$ cat src/rtl/mlp_mac_array.sv
// mlp_mac_array: multi-lane pipelined fixed-point MAC for the MLP datapath.
// One activation is broadcast to N_LANES lanes, each with its own weight and
// accumulator (one neuron per lane). Results are rounded half-up, saturated
// to OUT_WIDTH and presented with a one-cycle out_valid pulse.
//
// Ports:
//   clk, rst_n            clock / async active-low reset
//   start                 beat that restarts the accumulation (acc := a*b)
//   valid                 beat that accumulates (acc += a*b)
//   last                  marks the current beat as the last of a vector
//   a     [A_WIDTH]       signed activation, shared by all lanes
//   b     [N*B_WIDTH]     signed weights, lane i at b[i*B_WIDTH +: B_WIDTH]
//   out_valid             one-cycle pulse, result/sat_flag updated
//   result[N*OUT_WIDTH]   rounded, saturated lane results (same packing as b)
//   sat_flag[N]           per-lane clip indicator for the current result
//   busy                  a beat is in stage 1 or a last beat is in stage 2
//
// Pipeline: edge k registers the products, edge k+1 updates accumulators,
// edge k+2 rounds/saturates a finished vector. Each stage carries its own
// flags, so back-to-back single-beat vectors never interfere.

// Per-lane datapath: product register, accumulator, round/saturate output.
module mlp_mac_lane #(
  parameter int A_WIDTH   = 16,
  parameter int B_WIDTH   = 16,
  parameter int FRAC_BITS = 8,
  parameter int ACC_WIDTH = 48,
  parameter int OUT_WIDTH = 16
) (
  input  logic                        clk,
  input  logic                        rst_n,
  input  logic                        beat,
  input  logic                        s1_start,
  input  logic                        s1_acc,
  input  logic                        s2_last,
  input  logic signed [A_WIDTH-1:0]   a,
  input  logic signed [B_WIDTH-1:0]   b,
  output logic [OUT_WIDTH-1:0]        result,
  output logic                        sat_flag
);
  localparam int PW = A_WIDTH + B_WIDTH;
  localparam int HALF_SH = (FRAC_BITS > 0) ? FRAC_BITS - 1 : 0;
  // One extra bit so adding the rounding constant can never wrap.
  localparam logic signed [ACC_WIDTH:0] HALF =
    (FRAC_BITS > 0) ? ((ACC_WIDTH+1)'(1) <<< HALF_SH) : '0;
  localparam logic signed [ACC_WIDTH:0] OUT_MAX =
    {{(ACC_WIDTH-OUT_WIDTH+2){1'b0}}, {(OUT_WIDTH-1){1'b1}}};
  localparam logic signed [ACC_WIDTH:0] OUT_MIN =
    {{(ACC_WIDTH-OUT_WIDTH+2){1'b1}}, {(OUT_WIDTH-1){1'b0}}};

  logic signed [PW-1:0]        prod_q, prod_d;
  logic signed [ACC_WIDTH-1:0] acc_q, acc_d;
  logic [OUT_WIDTH-1:0]        result_q, result_d;
  logic                        sat_q, sat_d;
  logic signed [ACC_WIDTH:0]   rnd, shr;

  always_comb begin
    // product only captured on beats; bubbles leave it (and power) alone
    prod_d = prod_q;
    if (beat) prod_d = a * b;

    acc_d = acc_q;
    if (s1_start)    acc_d = ACC_WIDTH'(prod_q);
    else if (s1_acc) acc_d = acc_q + ACC_WIDTH'(prod_q);

    // round half toward +inf, then clip to the output range
    rnd = (ACC_WIDTH+1)'(acc_q) + HALF;
    shr = rnd >>> FRAC_BITS;

    result_d = result_q;
    sat_d    = sat_q;
    if (s2_last) begin
      if (shr > OUT_MAX) begin
        result_d = OUT_MAX[OUT_WIDTH-1:0];
        sat_d    = 1'b1;
      end else if (shr < OUT_MIN) begin
        result_d = OUT_MIN[OUT_WIDTH-1:0];
        sat_d    = 1'b1;
      end else begin
        result_d = shr[OUT_WIDTH-1:0];
        sat_d    = 1'b0;
      end
    end
  end

  always_ff @(posedge clk or negedge rst_n) begin
    if (!rst_n) begin
      prod_q   <= '0;
      acc_q    <= '0;
      result_q <= '0;
      sat_q    <= 1'b0;
    end else begin
      prod_q   <= prod_d;
      acc_q    <= acc_d;
      result_q <= result_d;
      sat_q    <= sat_d;
    end
  end

  assign result   = result_q;
  assign sat_flag = sat_q;
endmodule

module mlp_mac_array #(
  parameter int N_LANES   = 4,
  parameter int A_WIDTH   = 16,
  parameter int B_WIDTH   = 16,
  parameter int FRAC_BITS = 8,
  parameter int ACC_WIDTH = 48,
  parameter int OUT_WIDTH = 16
) (
  input  logic                           clk,
  input  logic                           rst_n,
  input  logic                           start,
  input  logic                           valid,
  input  logic                           last,
  input  logic [A_WIDTH-1:0]             a,
  input  logic [N_LANES*B_WIDTH-1:0]     b,
  output logic                           out_valid,
  output logic [N_LANES*OUT_WIDTH-1:0]   result,
  output logic [N_LANES-1:0]             sat_flag,
  output logic                           busy
);
  localparam int STAGES = 3;

  logic [N_LANES-1:0][B_WIDTH-1:0]   b_lane;
  logic [N_LANES-1:0][OUT_WIDTH-1:0] result_lane;

  // vld_pipe carries the "vector finished" token: [1]=s1_last,
  // [2]=s2_last, [3]=out_valid.
  logic [STAGES:1] vld_pipe_q, vld_pipe_d;
  logic            s1_start_q, s1_start_d;
  logic            s1_acc_q, s1_acc_d;
  logic            beat;

  assign beat = start | valid;

  always_comb begin
    // start wins over valid; every flag clears on a bubble
    s1_start_d    = start;
    s1_acc_d      = valid & ~start;
    vld_pipe_d[1] = last & beat;
    vld_pipe_d[2] = vld_pipe_q[1] & (s1_start_q | s1_acc_q);
    vld_pipe_d[3] = vld_pipe_q[2];
  end

  always_ff @(posedge clk or negedge rst_n) begin
    if (!rst_n) begin
      s1_start_q <= 1'b0;
      s1_acc_q   <= 1'b0;
      vld_pipe_q <= '0;
    end else begin
      s1_start_q <= s1_start_d;
      s1_acc_q   <= s1_acc_d;
      vld_pipe_q <= vld_pipe_d;
    end
  end

  assign b_lane = b;

  for (genvar i = 0; i < N_LANES; i++) begin : g_lane
    mlp_mac_lane #(
      .A_WIDTH  (A_WIDTH),
      .B_WIDTH  (B_WIDTH),
      .FRAC_BITS(FRAC_BITS),
      .ACC_WIDTH(ACC_WIDTH),
      .OUT_WIDTH(OUT_WIDTH)
    ) u_lane (
      .clk     (clk),
      .rst_n   (rst_n),
      .beat    (beat),
      .s1_start(s1_start_q),
      .s1_acc  (s1_acc_q),
      .s2_last (vld_pipe_q[2]),
      .a       (a),
      .b       (b_lane[i]),
      .result  (result_lane[i]),
      .sat_flag(sat_flag[i])
    );
  end

  assign result    = result_lane;
  assign out_valid = vld_pipe_q[3];
  assign busy      = s1_start_q | s1_acc_q | vld_pipe_q[2];
endmodule
$ cat config.mk
export PLATFORM = sky130hd
export DESIGN_NAME = mlp_mac_array
export DESIGN_NICKNAME = d
export VERILOG_FILES = /design/src/rtl/mlp_mac_array.sv
export SDC_FILE = /design/constraint.sdc
export NUM_CORES = 2
export LEC_CHECK = 0
export ABC_AREA = 1
export BUFFER_PORTS_ARGS = -buffer_cell sky130_fd_sc_hd__buf_2
export CORE_UTILIZATION = 25
export CTS_CLUSTER_SIZE = 40
export DETAILED_ROUTE_END_ITERATION = 12
export REMOVE_ABC_BUFFERS = 1
export SKIP_CTS_REPAIR_TIMING = 1
export SLEW_MARGIN = 20
export SYNTH_ARGS = -nofsm -noshare
export SYNTH_HDL_FRONTEND = slang
export SYNTH_SLANG_ARGS = --single-unit
$ cat constraint.sdc
create_clock -name clk -period 5.5 [get_ports clk]
set_clock_uncertainty 0.15 [all_clocks]
set_input_delay 0.825 -clock clk [delete_from_list [all_inputs] [get_ports clk]]
set_output_delay 0.825 -clock clk [all_outputs]
set_load 0.01 [all_outputs]
==> qor.csv <==
stage,metric,value,unit
status,status,"finished, violations left",
status,violations,negative setup slack,
layout,nets,12800,
timing,worst_slack,-0.368,ns
grt,grt_overflow,0,
synth,netlist_instances,10339,
synth,synth_cell_types,59,
floorplan,core-area,295000,µm²
clock_network,clock_tree.root_cell,clkbuf_16,
synth,async_flop_share,100,%
synth,ys_seq_area_share,13.2,%
clock_network,clk_latency,0.63,ns
timing,hold_ws,0.00940,ns
layout,drive_gt1_share,17.6,%
floorplan,rows,199,
setup_path,slowest_stage,fa_2,
detailed_routing,drt_iter0_markers,4398,
setup_path,end_kind,flip-flop,
synth,avgSynthCellArea,7.20,µm²
setup_path,crit_path_max_incr_delay,0.56,ns
timing,tightest_slew,1.10,ns
floorplan,start_util,25.2,%
clock_network,cts_buffers,43,
detailed_routing,first_pass_iters,6,
synth,ys_seq_elements,393,
synth,ys_warn_count,0,
synth,synth_area_leaders,"fa_1 (28%), nand2_1 (13%), dfrtp_1 (13%)",
synth,synth_flop_cell,dfrtp_1,
detailed_routing,wl,252000,µm
timing,fmax,170,MHz
layout,register_area,9840,µm²
setup_path,cp.arrival,6.23,ns
timing,hold_viol_final,0,
grt,antenna_found_initial,33,
detailed_routing,vias,68058,
clock_network,cts_sinks,393,
run,maxCapViolations,0,
synth,synth_top_area_share,28.3,%
timing,setup_viol,67,
timing,slew_viol_final,0,
layout,synthToLayoutAreaGrowth,23.7,%
layout,final_common_cell,nand2_1,
floorplan,dieArea,300000,µm²
grt,first_global_vias,67367,
worst_hold_path,hold_path.class,input port to asynchronous set/reset pin,
floorplan,die_x,548,µm
setup_path,critPathTopFamily,adder cells,
synth,synth_top_cell_by_area,fa_1,
grt,grtUsageMet3,1.82,%
clock_network,htreeDepth,2,
detailed_routing,wire_per_inst,16.7,µm
setup_path,cp_num_buf_inv,10,
synth,synth-edff-count,0,
timing,relSlewSlack,26.5,%
grt,grt.busiest_layer,met2,
placement,post-dp-hpwl,200000,µm
setup_path,cp-start-kind,input port,
setup_path,cp_data_required_time,5.86,ns
grt,grt_max_degree,139,
layout,fin_cells,15110,
grt,use_met2,25.4,%
clock_network,clk_pin_slew_worst_paths,0.07,ns
placement,dp.cells,14898,
layout,final_cell_mix,"nand2_1 (2,559), inv_1 (2,110), fa_1 (1,000)",
setup_path,critPathKind,input port to flip-flop,
floorplan,ios,155,
clock_network,cts_tree,done,
placement,gpl.final_weighted_congestion,0.950,
floorplan,die_h,548,µm
timing,min_period,5.87,ns
layout,n_fill_cell,31412,
timing,grt_setup_unrepaired,yes,
grt,grt_pass1_wl,376000,µm
detailed_routing,viasPerCell,4.50,
synth,netlist_area,74400,µm²
clock_network,cts_buffer_depth,3,
layout,multi_input_area,57700,µm²
grt,grtUsageMet1,22.0,%
timing,period_share,107,%
detailed_routing,ant_nets,0,
setup_path,cp_max_fo,8,
grt,grt_usage,15.7,%
placement,numPortBuffers,154,
detailed_routing,drc,0,
==> layer usage <==
layer / part of all wire [%] / up-vias
li1: - / 33256
met4: 5.3 / 30
met5: 0.073 / -
met3: 5.3 / 344
met1: 45 / 32717
met2: 44 / 1711
==> cell type report <==
cell class | instances | share of cell area [%]
tap | 3919 | 5.33
sequential | 393 | 10.7
clock inverter | 26 | 0.292
timing repair buffer | 1103 | 10.5
inverter | 2252 | 9.21
clock buffer | 52 | 1.24
antenna | 15 | 0.0408
timing repair inverter | 1 | 0.00816
multi-input combinational | 7349 | 62.7
==> state kept, by name, summed over array words and instances (netlist names) <==
name / count
g_lane.u_lane.result: 64
g_lane.u_lane.sat_flag: 4
g_lane.u_lane.acc_q: 192
s1_acc_q: 1
g_lane.u_lane.prod_q: 128
s1_start_q: 1
vld_pipe_q: 3
==> stage by stage <==
| stage | util (%) | area (µm²) | TNS, ns | setup slack, ns |
|---|---|---|---|---|
| 2_1_floorplan | - | 73000 | -769.54 | -3.60 |
| 3_3_place_gp | 29.0 | 85600 | -87.25 | -1.24 |
| 3_5_place_dp | 29.0 | 85600 | -91.79 | -1.35 |
| 4_1_cts | 29.5 | 87000 | -31.57 | -0.668 |
| 5_1_grt | 31.2 | 92000 | -25.78 | -0.550 |
| 6_report | 31.2 | 92000 | -14.61 | -0.368 |
==> synthesized netlist by cell type, drive strengths merged, types with 25 or more instances <==
cell type  instances
inv             2248
or2               85
dfrtp            393
clkbuf           284
a22oi             79
nand4            100
a31oi             55
nand2           2683
o221ai            27
a21o              46
xor2             147
fa              1052
nor2             845
nor3              98
xnor2            111
a21oi            498
ha               520
buf               61
o21a              25
nor4              25
o21ai            389
o21bai            42
nand3            391
o211ai            49
==> final timing paths <==
kind	startpoint	endpoint	slack (ns)	cells past startpoint
max reg2reg	g_lane[1].u_lane.prod_q[0]$_DFFE_PN0N_	g_lane[1].u_lane.acc_q[34]$_DFFE_PN0N_	1.88	16
max	a[9]	g_lane[2].u_lane.prod_q[18]$_DFFE_PN0N_	-0.37	26
min reg2reg	vld_pipe_q[1]$_DFF_PN0_	vld_pipe_q[2]$_DFF_PN0_	0.32	2
max in group asynchronous	rst_n	g_lane[3].u_lane.sat_flag$_DFFE_PN0P_	3.86	2
min	rst_n	g_lane[1].u_lane.acc_q[10]$_DFFE_PN0N_	0.009	1
min in group clk	start	s1_start_q$_DFF_PN0_	0.20	1
==> kinds of logic (layout without fill, tap and decap cells) <==
logic type                 count (synthesis)  after routing  share of synthesized area, %
AOI/OAI and AO/OA                       1263           1263                          9.89
xor gates and xnor gates                 258            258                          3.05
adders and majority gates               1572           1572                          37.1
buffers and inverters                   2597           3434                          13.2
DFF                                      393            393                          13.2
other                                      0             15                             0
and+or+nand+nor                         4256           4256                          23.6
Power is not shown: default switching activity piles up to over one toggle a cycle in this logic, so the estimate is an artifact.
